<file path="config.mk">
export PLATFORM = sky130hd
export DESIGN_NAME = if_fetch_flat
export DESIGN_NICKNAME = d
export VERILOG_FILES = /design/src/rtl/if_fetch_if.sv /design/src/rtl/if_fetch.sv /design/src/flat_wrapper.sv
export SDC_FILE = /design/constraint.sdc
export NUM_CORES = 1
export LEC_CHECK = 0
export CORE_AREA = 5 5 129 161
export DETAILED_ROUTE_END_ITERATION = 7
export DIE_AREA = 0 0 134 166
export PLACE_DENSITY = 0.52
export SLEW_MARGIN = 20
export SYNTH_ARGS = -nofsm -noshare
export SYNTH_HDL_FRONTEND = slang
export SYNTH_SLANG_ARGS = --single-unit
</file>
<file path="constraint.sdc">
create_clock -name clk -period 2.6 [get_ports clk]
set_clock_uncertainty 0.2 [all_clocks]
set_input_delay 0.52 -clock clk [delete_from_list [all_inputs] [get_ports clk]]
set_output_delay 0.52 -clock clk [all_outputs]
set_load 0.01 [all_outputs]
</file>
<file path="src/rtl/if_fetch_if.sv">
// Instruction-memory request/acknowledge bundle between the fetch unit (master)
// and instruction memory (slave).
interface if_fetch_if;
    logic        imem_req;
    logic [31:0] imem_addr;
    logic        imem_ack;
    logic [31:0] imem_rdata;

    modport master (
        output imem_req,
        output imem_addr,
        input  imem_ack,
        input  imem_rdata
    );

    modport slave (
        input  imem_req,
        input  imem_addr,
        output imem_ack,
        output imem_rdata
    );
endinterface

</file>
<file path="src/rtl/if_fetch.sv">
// Instruction-fetch front end: owns the PC, runs one outstanding imem transaction
// and presents a single fetched instruction with a valid flag to IF/ID.
module if_fetch #(
    parameter logic [31:0] RESET_PC = 32'h0000_0000
) (
    input  logic        clk,
    input  logic        rst,
    input  logic        stall,
    input  logic        breakpoint,
    input  logic        redirect,
    input  logic [31:0] redirect_pc,
    if_fetch_if.master  imem,
    output logic [31:0] pc_plus4,
    output logic [31:0] ins_out,
    output logic        if_valid
);

    typedef enum logic [1:0] {
        S_IDLE = 2'd0,
        S_WAIT = 2'd1,
        S_FULL = 2'd2
    } state_t;

    state_t      state_q, state_d;
    logic [31:0] pc_q, pc_d;
    logic        req_q, req_d;
    logic [31:0] addr_q, addr_d;
    logic [31:0] pc_plus4_q, pc_plus4_d;
    logic [31:0] ins_q, ins_d;
    logic        valid_q, valid_d;
    logic        squash_q, squash_d;

    logic [31:0] target;
    logic        consume;

    assign target  = redirect_pc & ~32'h3;
    assign consume = valid_q && !stall && !breakpoint;

    always_comb begin
        state_d    = state_q;
        pc_d       = pc_q;
        req_d      = req_q;
        addr_d     = addr_q;
        pc_plus4_d = pc_plus4_q;
        ins_d      = ins_q;
        valid_d    = valid_q;
        squash_d   = squash_q;

        unique case (state_q)
            S_IDLE: begin
                if (redirect) begin
                    pc_d = target;
                end else if (!breakpoint) begin
                    req_d   = 1'b1;
                    addr_d  = pc_q;
                    state_d = S_WAIT;
                end
            end
            S_WAIT: begin
                // A redirect without ack keeps the bus request alive but marks
                // the returning data stale so it is dropped on arrival.
                if (redirect && imem.imem_ack) begin
                    pc_d     = target;
                    req_d    = 1'b0;
                    squash_d = 1'b0;
                    state_d  = S_IDLE;
                end else if (redirect) begin
                    pc_d     = target;
                    squash_d = 1'b1;
                end else if (imem.imem_ack && squash_q) begin
                    req_d    = 1'b0;
                    squash_d = 1'b0;
                    state_d  = S_IDLE;
                end else if (imem.imem_ack) begin
                    ins_d      = imem.imem_rdata;
                    pc_plus4_d = pc_q + 32'd4;
                    pc_d       = pc_q + 32'd4;
                    valid_d    = 1'b1;
                    req_d      = 1'b0;
                    state_d    = S_FULL;
                end
            end
            S_FULL: begin
                if (redirect) begin
                    valid_d = 1'b0;
                    pc_d    = target;
                    state_d = S_IDLE;
                end else if (consume) begin
                    valid_d = 1'b0;
                    state_d = S_IDLE;
                end
            end
            default: begin
                state_d = S_IDLE;
            end
        endcase
    end

    always_ff @(posedge clk) begin
        if (rst) begin
            state_q    <= S_IDLE;
            pc_q       <= RESET_PC;
            req_q      <= 1'b0;
            addr_q     <= '0;
            pc_plus4_q <= '0;
            ins_q      <= '0;
            valid_q    <= 1'b0;
            squash_q   <= 1'b0;
        end else begin
            state_q    <= state_d;
            pc_q       <= pc_d;
            req_q      <= req_d;
            addr_q     <= addr_d;
            pc_plus4_q <= pc_plus4_d;
            ins_q      <= ins_d;
            valid_q    <= valid_d;
            squash_q   <= squash_d;
        end
    end

    assign imem.imem_req  = req_q;
    assign imem.imem_addr = addr_q;
    assign pc_plus4       = pc_plus4_q;
    assign ins_out        = ins_q;
    assign if_valid       = valid_q;

endmodule

</file>
<file path="src/flat_wrapper.sv">
// flat-port wrapper written by rule: the top's interface ports become plain ports
module if_fetch_flat 
#(
    parameter logic [31:0] RESET_PC = 32'h0000_0000
)
  (clk, rst, stall, breakpoint, redirect, redirect_pc, pc_plus4, ins_out, if_valid, imem_imem_req, imem_imem_addr, imem_imem_ack, imem_imem_rdata);
  if_fetch_if imem_i ();
  input  logic clk;
  input  logic rst;
  input  logic stall;
  input  logic breakpoint;
  input  logic redirect;
  input  logic [31:0] redirect_pc;
  output logic [31:0] pc_plus4;
  output logic [31:0] ins_out;
  output logic if_valid;
  output wire logic [$bits(imem_i.imem_req)-1:0] imem_imem_req;
  output wire logic [$bits(imem_i.imem_addr)-1:0] imem_imem_addr;
  input wire logic [$bits(imem_i.imem_ack)-1:0] imem_imem_ack;
  input wire logic [$bits(imem_i.imem_rdata)-1:0] imem_imem_rdata;
  assign imem_imem_req = imem_i.imem_req;
  assign imem_imem_addr = imem_i.imem_addr;
  assign imem_i.imem_ack = imem_imem_ack;
  assign imem_i.imem_rdata = imem_imem_rdata;
  if_fetch #(.RESET_PC(RESET_PC)) u_core (.clk(clk), .rst(rst), .stall(stall), .breakpoint(breakpoint), .redirect(redirect), .redirect_pc(redirect_pc), .imem(imem_i), .pc_plus4(pc_plus4), .ins_out(ins_out), .if_valid(if_valid));
endmodule
</file>
==> reports/metrics.json, run 1 <==
{
  "status": {
    "status": "complete, no violations"
  },
  "sta": {
    "slew_violations": 0,
    "clock.fmax_ghz": 0.441,
    "fin_crit_sh": 0.871,
    "finalWorstSetupSlack_ns": 0.334,
    "post-route-min-period_ns": 2.27,
    "max_slew_headroom": 0.523,
    "rsz0062_at_grt": "false",
    "fin_tns_setup_ns": 0,
    "hold-worst-slack_ns": 0.252,
    "slew_at_the_pin_closest_to_its_max_slew_limit_ns": 0.715,
    "finalHoldViolations": 0,
    "setup_viol_count_final": 0
  },
  "floorplan": {
    "design.core.area_sq_mm": 0.0192,
    "pin_count": 168,
    "num_rows": 57,
    "floorplan.die.height_um": 166,
    "die_width_um": 134,
    "start_util": 0.292,
    "total_die_area_sq_mm": 0.0222
  },
  "global_route": {
    "first_global_vias": 5242,
    "grtUsageTotal": 0.164,
    "grt_remaining_overflow": 0,
    "grt_start_max_net_pins": 63,
    "grt_antenna_before_repair": 0,
    "grt_pass1_wl_um": 29100
  },
  "power_and_ir_drop": {
    "static-leakage-power_nw": 2.89,
    "p_per_area_mw_per_mm2": 630,
    "max-vdd-ir-drop_mv": 0.377,
    "power_mw": 5.24
  },
  "worst_setup_path": {
    "arrival_ns": 2.40,
    "required_ns": 2.74,
    "timing.critical_path.from_type": "flip-flop",
    "path_class": "reg -> reg",
    "worstSetupEndpointType": "flip-flop",
    "timing.critical_path.fanout_max": 10
  },
  "clock_network": {
    "cts-htree-levels": 4,
    "cts_hold_buf": 0,
    "clk_transition_reported_paths_ns": 0.06,
    "ctsLongestPathBuffers": 2,
    "clock_sinks": 127,
    "cts_made_buffers": 17,
    "clk-insertion-delay-late_ns": 0.41,
    "post_cts_resized": 0,
    "cts_tree": "built",
    "post_cts_buffers": 0,
    "clockRootBuffer": "clkbuf_16"
  },
  "synthesis": {
    "synth_async_sr_flop_share": 0,
    "main_combinational_cell_family_by_area_after_synthesis": "simple AND/OR/NAND/NOR gates",
    "synth_simple_gate_area_frac": 0.231,
    "muxShareOfSynthArea": 0.00178,
    "syn_area_per_cell_sq_um": 8.04,
    "synth_cells": 698,
    "ys_dominant_reg_cell": "dfxtp_1",
    "synth_cell_type_count": 54,
    "syn_area_sq_mm": 0.00561,
    "ys_seq_area_frac": 0.453,
    "yosysWarningCount": 0,
    "synth.ff_latch_count": 127,
    "synth-edff-count": 0,
    "synth_xor_area_frac": 0.0437,
    "synth_compound_area_frac": 0.207,
    "yosys.area_share.adder": 0.00223
  },
  "final_layout": {
    "fin_nets": 937,
    "final_util": 0.434,
    "antenna_cells_inserted": 0,
    "num-fill-cells": 1909,
    "ratio_of_cells_with_drive_above_1_in_the_final_layout": 0.105,
    "final_cell_area_sq_mm": 0.00833,
    "final_cells": 1115,
    "areaGrowthSynthToFinish_pct": 48.4
  },
  "place": {
    "instance_count_after_placement_with_tap_cells_included": 1083,
    "port-buffer-count": 161,
    "final_weighted_congestion_in_routability_driven_placement": 0.794,
    "placedInstanceArea_sq_mm": 0.00767,
    "hpwlAfterDp_um": 13100,
    "dp_worst_setup_slack_ns": -0.0404
  },
  "hold_path": {
    "holdCritPathClass": "reg -> reg"
  },
  "flow_run": {
    "cap_viol_max_count": 0
  },
  "route": {
    "drcViolationCount": 0,
    "detailroute.via_count": 5546,
    "drt_iter0_drc": 291,
    "antenna_violating_nets_post_route": 0,
    "wirelength_um": 18600,
    "routed_wl_per_cell_um": 16.7,
    "via_per_inst": 4.97,
    "drt_pass1_iterations": 5
  }
}
-- power breakdown --
group          internal [mW]  total (mW)  switching (mW)
Sequential              2.01        2.07          0.0630
Combinational          0.268       0.522           0.254
Clock                   1.77        2.65           0.876
Total                   4.05        5.24            1.19
-- layer usage --
layer	vias to the layer above	part of all wire	global-route usage
met5	-	0	0
met4	0	0.015	0.0559
met3	19	0.079	0.0588
met1	2571	0.44	0.202
met2	166	0.47	0.266
li1	2790	-	-
-- cells in the final DEF (no fill, tap or decap), drive strengths merged, types with 2 or more instances in the layout --
| master | n |
|---|---|
| nand3 | 23 |
| clkinv | 4 |
| and4 | 3 |
| a31oi | 12 |
| clkbuf | 21 |
| or3 | 9 |
| nor2b | 2 |
| nor4 | 10 |
| or4 | 5 |
| a31o | 2 |
| nand4 | 11 |
| nor3 | 10 |
| clkinvlp | 2 |
| nor2 | 35 |
| nand2 | 153 |
| a21oi | 105 |
| xnor2 | 11 |
| buf | 48 |
| o32ai | 4 |
| a22o | 2 |
| nand2b | 2 |
| o31a | 2 |
| dfxtp | 127 |
| bufinv | 5 |
| and3 | 4 |
| a211oi | 15 |
| a22oi | 2 |
| a32oi | 14 |
| inv | 9 |
| o21ai | 30 |
| clkdlybuf4s50 | 160 |
| xor2 | 17 |
| conb | 4 |
| a311oi | 2 |
| and2 | 3 |
-- flip-flops by register name, summed over array words and instances (netlist names) --
name,count
u_core.if_valid,1
u_core.imem.imem_addr,30
u_core.imem.imem_req,1
u_core.ins_out,32
u_core.pc_plus4,30
u_core.pc_q,30
u_core.squash_q,1
u_core.state_q,2
-- worst paths after layout --
kind                      from           endpoint  slack [ns]  depth (start not counted)
max             u_core.pc_q[6]    u_core.pc_q[22]        0.33                          6
min          u_core.ins_out[8]  u_core.ins_out[8]        0.25                          2
max reg2reg     u_core.pc_q[6]    u_core.pc_q[22]        0.33                          6
min reg2reg  u_core.ins_out[8]  u_core.ins_out[8]        0.25                          2
-- critical path: stages, from the launching register on --
cell and delay, ns:
dfxtp_1 0.50, nand4_4 0.27, nor4_4 0.32, buf_4 0.23, nand2_1 0.10, or3_2 0.41
a31oi_1 0.16
-- logic make-up after synthesis --
group,Yosys count
other,1
xor gates and xnor gates,28
adders and majority gates,1
AOI/OAI and AO/OA,196
and+or+nand+nor,273
muxes,1
buffers and inverters,71
DFF,127
-- synth_stat cells, types with 5 or more instances --
master	number	share of area
inv_1	9	0.0060
clkbuf_1	38	0.025
xor2_1	17	0.027
xnor2_1	11	0.017
o21ai_0	29	0.026
buf_2	9	0.0080
nor4_1	7	0.0078
a32oi_1	14	0.022
nand2_1	153	0.10
nor2_1	35	0.023
a21oi_1	105	0.094
nor3_1	10	0.0089
nand4_1	8	0.0089
buf_6	5	0.010
a31oi_1	12	0.013
a211oi_1	15	0.020
or3_1	8	0.0089
dfxtp_1	127	0.45
nand3_1	23	0.021
buf_4	6	0.0080
-- area by class of cell --
type                            instances  area (sq um)  area share
Multi-Input combinational cell        503          2750       0.330
Clock buffer                           21           470      0.0565
Timing Repair Buffer                  208          2050       0.246
Clock inverter                         11           185      0.0222
Inverter                                9          33.8     0.00406
Tap cell                              236           295      0.0355
Sequential cell                       127          2540       0.305
No activity file was read; power rests on OpenSTA's default activity.
==> run 2, diff against run 1 <==
--- a/config.mk
+++ b/config.mk
@@ -5,7 +5,9 @@
 export SDC_FILE = /design/constraint.sdc
 export NUM_CORES = 1
 export LEC_CHECK = 0
+export CAP_MARGIN = 20
 export CORE_AREA = 5 5 129 161
+export CTS_BUF_LIST = sky130_fd_sc_hd__clkbuf_4
 export DETAILED_ROUTE_END_ITERATION = 7
 export DIE_AREA = 0 0 134 166
 export PLACE_DENSITY = 0.52
==> reports/metrics.json, run 2 (synthesis results as in run 1) <==
{
  "sta": {
    "max_slew_headroom": {"value": 0.528, "change": "was 0.523"},
    "post-route-min-period": {"value": 2.28, "unit": "ns", "change": "was 2.27 ns"},
    "setup_viol_count_final": {"value": 0, "change": "unchanged"},
    "finalHoldViolations": {"value": 0, "change": "unchanged"},
    "fin_crit_sh": {"value": 0.875, "change": "was 0.871"},
    "clock.fmax": {"value": 0.440, "unit": "GHz", "change": "was 0.441 GHz"},
    "slew_at_the_pin_closest_to_its_max_slew_limit": {"value": 0.708, "unit": "ns", "change": "was 0.715 ns"},
    "rsz0062_at_grt": {"value": "false", "change": "unchanged"},
    "slew_violations": {"value": 0, "change": "unchanged"},
    "finalWorstSetupSlack": {"value": 0.325, "unit": "ns", "change": "was 0.334 ns"}
  },
  "clock_network": {
    "clk-insertion-delay-late": {"value": 0.53, "unit": "ns", "change": "was 0.41 ns"},
    "clock_sinks": {"value": 127, "change": "unchanged"},
    "cts-htree-levels": {"value": 4, "change": "unchanged"},
    "clockRootBuffer": {"value": "clkbuf_4", "change": "was clkbuf_16"},
    "clk_transition_reported_paths": {"value": 0.12, "unit": "ns", "change": "was 0.06 ns"},
    "ctsLongestPathBuffers": {"value": 2, "change": "unchanged"},
    "post_cts_resized": {"value": 0, "change": "unchanged"},
    "cts_hold_buf": {"value": 0, "change": "unchanged"},
    "cts_tree": {"value": "built", "change": "unchanged"},
    "cts_made_buffers": {"value": 17, "change": "unchanged"},
    "post_cts_buffers": {"value": 0, "change": "unchanged"}
  },
  "route": {
    "routed_wl_per_cell": {"value": 16.6, "unit": "um", "change": "was 16.7 um"},
    "drt_iter0_drc": {"value": 280, "change": "was 291"},
    "detailroute.via_count": {"value": 5574, "change": "was 5,546"},
    "wirelength": {"value": 18600, "unit": "um", "change": "about the same"},
    "antenna_violating_nets_post_route": {"value": 0, "change": "unchanged"},
    "drcViolationCount": {"value": 0, "change": "unchanged"},
    "drt_pass1_iterations": {"value": 5, "change": "unchanged"},
    "via_per_inst": {"value": 4.99, "change": "was 4.97"}
  },
  "worst_setup_path": {
    "worstSetupEndpointType": {"value": "flip-flop", "change": "unchanged"},
    "worst_path_dominant_cell_family": {"value": "simple AND/OR/NAND/NOR gates", "change": "unchanged"},
    "arrival": {"value": 2.54, "unit": "ns", "change": "was 2.40 ns"},
    "worst_path_largest_cell_delay": {"value": 0.52, "unit": "ns", "change": "was 0.50 ns"},
    "cp.buffers_inverters": {"value": 1, "change": "unchanged"},
    "crit_path_top_delay_cell": {"value": "dfxtp_1", "change": "unchanged"},
    "timing.critical_path.fanout_max": {"value": 10, "change": "unchanged"},
    "timing.critical_path.from_type": {"value": "flip-flop", "change": "unchanged"},
    "path_class": {"value": "reg -> reg", "change": "unchanged"},
    "rr_startpoint": {"value": "u_core.pc_q[6]", "change": "unchanged"},
    "crit_path_cell_trace": {"value": "nand4_4 > nor4_4 > buf_4 > nand2_1 > or3_2 > a31oi_1", "change": "unchanged"},
    "startpoint": {"value": "u_core.pc_q[6]", "change": "unchanged"},
    "required": {"value": 2.87, "unit": "ns", "change": "was 2.74 ns"}
  },
  "flow_run": {
    "cap_viol_max_count": {"value": 0, "change": "unchanged"}
  },
  "place": {
    "placedInstanceArea": {"value": 0.00767, "unit": "sq mm", "change": "unchanged"},
    "hpwlAfterDp": {"value": 13100, "unit": "um", "change": "unchanged"},
    "dp_worst_setup_slack": {"value": -0.0404, "unit": "ns", "change": "unchanged"},
    "port-buffer-count": {"value": 161, "change": "unchanged"},
    "final_weighted_congestion_in_routability_driven_placement": {"value": 0.794, "change": "unchanged"}
  },
  "floorplan": {
    "pin_count": {"value": 168, "change": "unchanged"},
    "floorplan.die.height": {"value": 166, "unit": "um", "change": "unchanged"},
    "start_util": {"value": 0.292, "change": "unchanged"},
    "num_rows": {"value": 57, "change": "unchanged"},
    "die_width": {"value": 134, "unit": "um", "change": "unchanged"},
    "total_die_area": {"value": 0.0222, "unit": "sq mm", "change": "unchanged"},
    "design.core.area": {"value": 0.0192, "unit": "sq mm", "change": "unchanged"}
  },
  "final_layout": {
    "ratio_of_cells_with_drive_above_1_in_the_final_layout": {"value": 0.102, "change": "was 0.105"},
    "final_cell_area": {"value": 0.00801, "unit": "sq mm", "change": "was 0.00833 sq mm"},
    "fin_nets": {"value": 937, "change": "unchanged"},
    "areaGrowthSynthToFinish": {"value": 42.7, "unit": "%", "change": "was 48.4%"},
    "final_common_cell": {"value": "clkdlybuf4s50_1", "change": "unchanged"},
    "num-fill-cells": {"value": 1947, "change": "was 1,909"},
    "final_util": {"value": 0.417, "change": "was 0.434"},
    "most-common-layout-cells": {"value": "clkdlybuf4s50_1, nand2_1, dfxtp_1", "change": "unchanged"},
    "largest_register_ff_count": {"value": 32, "change": "unchanged"}
  },
  "status": {
    "status": {"value": "complete, no violations", "change": "unchanged"}
  },
  "global_route": {
    "grt_pass1_wl": {"value": 28900, "unit": "um", "change": "was 29,100 um"},
    "first_global_vias": {"value": 5207, "change": "was 5,242"},
    "grt_start_max_net_pins": {"value": 63, "change": "unchanged"},
    "grtUsageTotal": {"value": 0.164, "change": "about the same"},
    "grt_antenna_before_repair": {"value": 1, "change": "was 0"},
    "grt_remaining_overflow": {"value": 0, "change": "unchanged"}
  },
  "power_and_ir_drop": {
    "pwr-share-clk": {"value": 0.384, "change": "was 0.505"},
    "max-vdd-ir-drop": {"value": 0.329, "unit": "mV", "change": "was 0.377 mV"},
    "internal-power": {"value": 3.13, "unit": "mW", "change": "was 4.05 mW"},
    "share_of_total_power_consumed_by_net_switching": {"value": 0.256, "change": "was 0.227"},
    "power": {"value": 4.21, "unit": "mW", "change": "was 5.24 mW"},
    "switching_power": {"value": 1.08, "unit": "mW", "change": "was 1.19 mW"},
    "static-leakage-power": {"value": 2.75, "unit": "nW", "change": "was 2.89 nW"},
    "comb_power_share": {"value": 0.124, "change": "was 0.099"},
    "power_frac_seq": {"value": 0.492, "change": "was 0.396"},
    "p_per_area": {"value": 526, "unit": "mW/mm^2", "change": "was 630 mW/mm^2"}
  },
  "hold_path": {
    "hold_start": {"value": "rst", "change": "was u_core.ins_out[8]"},
    "holdCritPathClass": {"value": "in -> reg", "change": "was reg -> reg"}
  }
}
==> run 2: power by group through the flow <==
stage,Sequential [mW],Clock [mW],Combinational [mW]
after global placement,2.11,0,0.525
after CTS,2.07,1.68,0.527
after global routing,2.08,1.76,0.564
after detailed placement,2.12,0,0.525
after floorplan,2.11,0,0.241
final,2.07,1.61,0.521
==> run 2: final timing paths <==
check / to / slack (ns) / depth (start not counted)
worst max-delay path: u_core.pc_q[22] / 0.32 / 6
worst min-delay path: u_core.imem.imem_addr[25] / 0.13 / 2
worst max register to register: u_core.pc_q[22] / 0.32 / 6
worst min register to register: u_core.imem.imem_addr[2] / 0.26 / 2
==> run 2: final cells by class <==
cell class              count  area [sq um]  area share
multi-input cells         503          2750       0.344
flip-flops and latches    127          2540       0.318
clock buffers              18           135      0.0169
repair buffers            208          2050       0.256
diodes                      1          2.50    0.000313
inverters                   9          33.8     0.00422
clock inverters            14           196      0.0245
well taps                 236           295      0.0369
==> run 2: worst reg2reg max path: cells and delay by family (launching register included) <==
kind	cells	cell delay, ns
AOI/OAI and AO/OA	1	0.17
buffers and inverters	1	0.22
DFF	1	0.52
and+or+nand+nor	4	1.11
==> run 2: metal layers <==
layer | vias to the layer above | GRT usage | part of all wire
met2 | 169 | 0.262 | 0.47
met5 | - | 0 | 0
li1 | 2795 | - | -
met1 | 2588 | 0.202 | 0.44
met4 | 0 | 0.0586 | 0.018
met3 | 22 | 0.0594 | 0.079
==> run 2: per-stage QoR <==
stage,TNS [ns],hold slack (ns),instances
3_3_place_gp,-0.00406,0.241,1083
2_1_floorplan,0,0.258,701
5_1_grt,0,0.0520,1116
3_5_place_dp,-0.0404,0.247,1083
4_1_cts,0,0.0530,1115
6_report,0,0.125,1116
